[src/rtl/shift_exec_stage.sv]
// Two-stage pipelined execute shifter (SLL / SRA / optional SRL) with valid/ready
// handshake, full backpressure and synchronous flush. Optional SRL path: SHIFT_SRL_EN.
module shift_exec_stage #(
  parameter int TAG_W = 5
) (
  input  logic             clock,
  input  logic             reset,
  input  logic             flush,
  input  logic             in_valid,
  output logic             in_ready,
  input  logic [1:0]       in_opcode,
  input  logic [31:0]      in_data,
  input  logic [4:0]       in_shamt,
  input  logic [TAG_W-1:0] in_tag,
  output logic             out_valid,
  input  logic             out_ready,
  output logic [31:0]      out_result,
  output logic [TAG_W-1:0] out_tag,
  output logic             out_illegal
);

  typedef enum logic [1:0] {
    OP_SLL = 2'b00,
    OP_SRA = 2'b01,
    OP_SRL = 2'b10,
    OP_ILL = 2'b11
  } op_e;

  logic             r_s1_valid;
  op_e              r_s1_opcode;
  logic [31:0]      r_s1_data;
  logic [4:0]       r_s1_shamt;
  logic [TAG_W-1:0] r_s1_tag;

  logic             r_s2_valid;
  logic [31:0]      r_s2_result;
  logic [TAG_W-1:0] r_s2_tag;
  logic             r_s2_illegal;

  logic             w_s2_free;
  logic             w_s1_free;
  logic             w_in_xfer;

  logic             w_legal;
  logic             w_right;
  logic             w_fill;
  logic [31:0]      w_lvl0;
  logic [31:0]      w_lvl1;
  logic [31:0]      w_lvl2;
  logic [31:0]      w_lvl3;
  logic [31:0]      w_lvl4;
  logic [31:0]      w_lvl5;
  logic [31:0]      w_result;

  // Readiness ripples backwards from the output so a full pipe restarts the
  // same cycle out_ready rises.
  assign w_s2_free = !r_s2_valid || out_ready;
  assign w_s1_free = !r_s1_valid || w_s2_free;
  assign in_ready  = w_s1_free && !flush && !reset;
  assign w_in_xfer = in_valid && in_ready;

  // NOTE: every variable gets a default before the case so no latch is inferred.
  always_comb begin
    w_legal = 1'b0;
    w_right = 1'b0;
    w_fill  = 1'b0;
    case (r_s1_opcode)
      OP_SLL: w_legal = 1'b1;
      OP_SRA: begin
        w_legal = 1'b1;
        w_right = 1'b1;
        w_fill  = r_s1_data[31];
      end
`ifdef SHIFT_SRL_EN
      OP_SRL: begin
        w_legal = 1'b1;
        w_right = 1'b1;
      end
`endif
      default: ;
    endcase
  end

  // Log shifter: level k shifts by 2**k when shamt[k] is set.
  assign w_lvl0 = r_s1_data;
  assign w_lvl1 = !r_s1_shamt[0] ? w_lvl0 :
                  w_right ? {{1{w_fill}}, w_lvl0[31:1]} : {w_lvl0[30:0], 1'b0};
  assign w_lvl2 = !r_s1_shamt[1] ? w_lvl1 :
                  w_right ? {{2{w_fill}}, w_lvl1[31:2]} : {w_lvl1[29:0], 2'b0};
  assign w_lvl3 = !r_s1_shamt[2] ? w_lvl2 :
                  w_right ? {{4{w_fill}}, w_lvl2[31:4]} : {w_lvl2[27:0], 4'b0};
  assign w_lvl4 = !r_s1_shamt[3] ? w_lvl3 :
                  w_right ? {{8{w_fill}}, w_lvl3[31:8]} : {w_lvl3[23:0], 8'b0};
  assign w_lvl5 = !r_s1_shamt[4] ? w_lvl4 :
                  w_right ? {{16{w_fill}}, w_lvl4[31:16]} : {w_lvl4[15:0], 16'b0};

  assign w_result = w_legal ? w_lvl5 : r_s1_data;

  // NOTE: state registers use non-blocking assignments so every stage samples
  // the pre-edge value of its predecessor.
  always_ff @(posedge clock or posedge reset) begin
    if (reset) begin
      r_s1_valid  <= 1'b0;
      r_s1_opcode <= OP_SLL;
      r_s1_data   <= '0;
      r_s1_shamt  <= '0;
      r_s1_tag    <= '0;
    end else if (flush) begin
      r_s1_valid <= 1'b0;
    end else if (w_s1_free) begin
      r_s1_valid  <= w_in_xfer;
      r_s1_opcode <= op_e'(in_opcode);
      r_s1_data   <= in_data;
      r_s1_shamt  <= in_shamt;
      r_s1_tag    <= in_tag;
    end
  end

  always_ff @(posedge clock or posedge reset) begin
    if (reset) begin
      r_s2_valid   <= 1'b0;
      r_s2_result  <= '0;
      r_s2_tag     <= '0;
      r_s2_illegal <= 1'b0;
    end else if (flush) begin
      r_s2_valid <= 1'b0;
    end else if (w_s2_free) begin
      r_s2_valid   <= r_s1_valid;
      r_s2_result  <= w_result;
      r_s2_tag     <= r_s1_tag;
      r_s2_illegal <= !w_legal;
    end
  end

  assign out_valid   = r_s2_valid;
  assign out_result  = r_s2_result;
  assign out_tag     = r_s2_tag;
  assign out_illegal = r_s2_illegal;

endmodule

[config.mk]
export PLATFORM = sky130hd
export DESIGN_NAME = shift_exec_stage
export DESIGN_NICKNAME = d
export VERILOG_FILES = /design/src/rtl/shift_exec_stage.sv
export SDC_FILE = /design/constraint.sdc
export NUM_CORES = 1
export LEC_CHECK = 0
export ABC_CLOCK_PERIOD_IN_PS = 4100
export CAP_MARGIN = 30
export CORE_MARGIN = 2
export CORE_UTILIZATION = 40
export DETAILED_ROUTE_END_ITERATION = 7
export HOLD_SLACK_MARGIN = 0.03
export PLACE_DENSITY = 0.63
export SLEW_MARGIN = 0
export SYNTH_ARGS = -nofsm -noshare
export SYNTH_HDL_FRONTEND = slang
export SYNTH_SLANG_ARGS = --single-unit
export TNS_END_PERCENT = 5
[constraint.sdc]
create_clock -name clock -period 4.1 [get_ports clock]
set_input_delay 0.82 -clock clock [delete_from_list [all_inputs] [get_ports clock]]
set_output_delay 0.82 -clock clock [all_outputs]
set_load 0.03 [all_outputs]
==> flow_summary.toml <==
[clocking]
cts_buffers = 9
clock_path_buffers = 2
post_cts_buffers = 0
cts_resized = 0
ctsRootBufferMaster = "sky130_fd_sc_hd__clkbuf_16"
cts.reportedPaths.clkPinSlew_ps = 70
cts_num_sinks = 84
cts_hold_buffers = 0
clock_latency_of_the_later_clocked_register_in_the_worst_skew_pair_ps = 370
tritoncts = "done"
h-tree-depth = 3

[critical_path]
crit_path_end_kind = "output port"
worst_setup_path_start_kind = "input port"
critical_path_class = "in2out"
most_frequent_cell_on_critical_path = "sky130_fd_sc_hd__clkdlybuf4s50_1"
cp.buffers_inverters = 2
path_delay_family = "buffers and inverters"
path_cells = "clkdlybuf4s50_1, nor2b_1, a21oi_4, and2_1, clkdlybuf4s50_1"
critical-path-max-stage-delay_ps = 600
cp.arrival_ps = 2480
critical_path.slowest_cell = "sky130_fd_sc_hd__clkdlybuf4s50_1"
crit_path_max_fanout = 5
worst-endpoint-required_ps = 3280

[synth]
syn_inst = 932
synth-simple-area-share = 0.211
ys_dominant_reg_cell = "sky130_fd_sc_hd__dfrtp_1"
post_synth_fa_ha_maj_area_fraction = 0
async_reset_ff_frac = 1.00
synth-compound-area-share = 0.307
synth_xor_area_frac = 0
synth.lib_cells_used.distinct = 75
synth_enable_flop_cells = 0
yosys.area.top_type_share = 0.281
cell_types_with_the_largest_area_share_after_synthesis = "sky130_fd_sc_hd__dfrtp_1, sky130_fd_sc_hd__mux4_2, sky130_fd_sc_hd__nand2_1, sky130_fd_sc_hd__a21oi_1, sky130_fd_sc_hd__o21ai_0"
netlist.top_cell.by_area = "sky130_fd_sc_hd__dfrtp_1"
synthMuxAreaShare = 0.127
ys_seq_area_frac = 0.281
synthesis.nets = 981
synth.yosys.warnings = 0
dominant_combinational_cell_family_by_area_after_synthesis = "compound AO/OA/AOI/OAI gates"
synth_seq_cells = 84
mappedNetlistArea_um2 = 7470
syn_avg_cell_area_um2 = 8.01

[placed_design]
placed_area_um2 = 8530
total_placed_cells_including_tap_cells = 1191
gp_congestion = 1.01
place_hpwl_um = 22600
port-buffer-count = 88

[global_routing]
antenna_found_initial = 0
via_count_of_the_first_global_routing_pass = 7633
grt_pass1_wl_um = 48100
globalRouteTotalUtil = 0.318
grt_start_max_net_pins = 81
overflow = 0

[timing]
finalHoldViolations = 0
setup-tns-final_ps = 0
rsz0062_at_grt = "false"
final_min_period_over_clock_period = 0.805
skew_ps = 14.6
maxSlewHeadroom = 0.270
timing_worst_slew_pin_value_ps = 1100
timing_max_transition_violations_final = 0
finalSetupViolCount = 0
final_period_minus_worst_setup_slack_ps = 3300
fmaxAchievable_mhz = 303
hold_ws_ps = 470

[route]
met3_length_um = 3430
routed-wl-met2_um = 13000
via_density = 6.84
routed_wire_length_per_instance_um = 26.1
route.top_layer_used = "met4"
dr.pass1.iters = 7
drc_errors_left = 0
detailedRoute.firstIterationViolations = 1291
wl_met1_um = 12900
route.antenna.remaining_nets = 0
routed_wirelength_um = 31500
vias = 8253

[die]
pin_count = 89
die_width_um = 141
initial_core_util = 0.412
die_h_um = 141
die_area_um2 = 19800
coreArea_um2 = 18100
fp-row-count = 49

[final_layout]
num_antenna_cells = 0
area_growth_pct = 18.3
post_route_cells_drive_above_1_share = 0.123
stdcell_count = 1207
stdcell_area_um2 = 8840
nNetsFinal = 1022

[run]
drv.max_cap_violation_count = 0

[hold_path]
hold_path.class = "reg2reg"

[power]
power_report.internal_total_mw = 2.02
total_power_mw = 3.64
clkPwrFrac = 0.238
power.leakage_nw = 3.49
irDropWorstVdd_mv = 0.205
share_seq_of_total_power = 0.310
power.density_nw_per_um2 = 412
power.share.combinational = 0.452
swShare = 0.444
netSwitchingPower_mw = 1.62

[outcome]
result_of_the_run = "finished clean"
-- worst register-to-register path: cells and delay by family, from the launching register on --
| kind | cells | cell delay, ps |
|---|---|---|
| flip-flops | 1 | 610 |
| AND/OR/NAND/NOR | 1 | 460 |
| AO/OA/AOI/OAI | 5 | 1970 |
-- sequential cells by signal, summed over array words and instances (netlist names) --
name / flops
out_valid: 1
out_illegal: 1
out_result: 32
out_tag: 5
r_s1_valid: 1
r_s1_opcode: 2
r_s1_shamt: 5
r_s1_tag: 5
r_s1_data: 32
-- cells in the final DEF, fill, tap and decap left out, drive strengths merged, types with 9 or more instances in the layout --
cell type,count
nand2,112
a22oi,12
o22ai,11
nor2,78
clkdlybuf4s50,88
nor3,19
a21oi,80
nand3,27
mux2,27
mux4,19
nand3b,12
o211ai,24
and3,13
o221ai,10
or3,10
buf,39
and3b,14
a211oi,13
a31oi,13
inv,23
clkbuf,9
o21ai,68
dfrtp,84
mux2i,22
nand2b,11
-- area by class of cell --
| class | instances | area [µm²] |
|---|---|---|
| clock inverters | 7 | 81.3 |
| repair buffers | 127 | 1210 |
| clock buffers | 9 | 225 |
| fillers | 1827 | 9310 |
| multi-input cells | 729 | 4850 |
| well taps | 229 | 287 |
| flip-flops and latches | 84 | 2100 |
| inverters | 22 | 83.8 |
-- cells by family after synthesis --
group           Yosys count
mux                      68
simple gates            324
flops                    84
compound gates          337
buf+inv                 119
-- synth_stat cells, types with 5 or more instances --
| master | n |
|---|---|
| sky130_fd_sc_hd__a311o_1 | 7 |
| sky130_fd_sc_hd__o211ai_1 | 23 |
| sky130_fd_sc_hd__o311ai_0 | 7 |
| sky130_fd_sc_hd__or3_1 | 10 |
| sky130_fd_sc_hd__buf_1 | 5 |
| sky130_fd_sc_hd__mux4_2 | 19 |
| sky130_fd_sc_hd__and3_1 | 13 |
| sky130_fd_sc_hd__o221ai_1 | 10 |
| sky130_fd_sc_hd__nand2b_1 | 11 |
| sky130_fd_sc_hd__and2_1 | 5 |
| sky130_fd_sc_hd__o32ai_1 | 5 |
| sky130_fd_sc_hd__inv_1 | 20 |
| sky130_fd_sc_hd__and3b_1 | 13 |
| sky130_fd_sc_hd__o21a_1 | 8 |
| sky130_fd_sc_hd__o21ai_0 | 67 |
| sky130_fd_sc_hd__nand3_1 | 27 |
| sky130_fd_sc_hd__nor2b_1 | 6 |
| sky130_fd_sc_hd__o31ai_1 | 6 |
| sky130_fd_sc_hd__a21boi_0 | 5 |
| sky130_fd_sc_hd__mux2_2 | 27 |
| sky130_fd_sc_hd__buf_2 | 26 |
| sky130_fd_sc_hd__nand2_1 | 112 |
| sky130_fd_sc_hd__a211o_1 | 8 |
| sky130_fd_sc_hd__nor2_1 | 78 |
| sky130_fd_sc_hd__nand3b_1 | 12 |
| sky130_fd_sc_hd__a21o_1 | 6 |
| sky130_fd_sc_hd__a311oi_1 | 8 |
| sky130_fd_sc_hd__a31oi_1 | 13 |
| sky130_fd_sc_hd__mux2i_1 | 22 |
| sky130_fd_sc_hd__a221oi_1 | 7 |
| sky130_fd_sc_hd__clkbuf_1 | 57 |
| sky130_fd_sc_hd__a211oi_1 | 13 |
| sky130_fd_sc_hd__a2111oi_0 | 6 |
| sky130_fd_sc_hd__a21oi_1 | 80 |
| sky130_fd_sc_hd__nor3_1 | 19 |
| sky130_fd_sc_hd__dfrtp_1 | 84 |
| sky130_fd_sc_hd__a22oi_1 | 11 |
| sky130_fd_sc_hd__o22ai_1 | 11 |
-- final timing paths --
kind	from	endpoint	slack, ps	cells after the start
max	out_ready	in_ready	800	5
min	r_s1_tag[4]$_DFFE_PP0P_	out_tag[4]$_DFFE_PP0P_	470	2
max reg2reg	r_s1_opcode[1]$_DFFE_PP0P_	out_result[3]$_DFFE_PP0P_	910	6
min reg2reg	r_s1_tag[4]$_DFFE_PP0P_	out_tag[4]$_DFFE_PP0P_	470	2
max in group asynchronous	reset	r_s1_data[17]$_DFFE_PP0P_	2080	4
min in group asynchronous	reset	r_s1_data[9]$_DFFE_PP0P_	910	3
-- power by group through the flow --
stage | clock [mW] | combinational, mW | sequential [mW]
floorplan | 0 | 0.918 | 1.20
global placement | 0 | 1.61 | 1.14
detailed placement | 0 | 1.60 | 1.13
CTS | 0.878 | 1.61 | 1.12
global route | 0.918 | 1.74 | 1.14
finish | 0.865 | 1.65 | 1.13
-- per-layer routing --
layer  vias up  global-route usage
met3       134              0.0591
met5         -                   0
met4         0               0.181
met1      3887               0.450
li1       3606                   -
met2       626               0.457
-- metrics by stage --
stage / util / setup WS, ps
after floorplan: - / 204
after global placement: 0.470 / 790
after detailed placement: 0.470 / 782
after CTS: 0.487 / 772
after global routing: 0.487 / 673
final: 0.487 / 800
No activity file was read; power rests on OpenSTA's default activity.
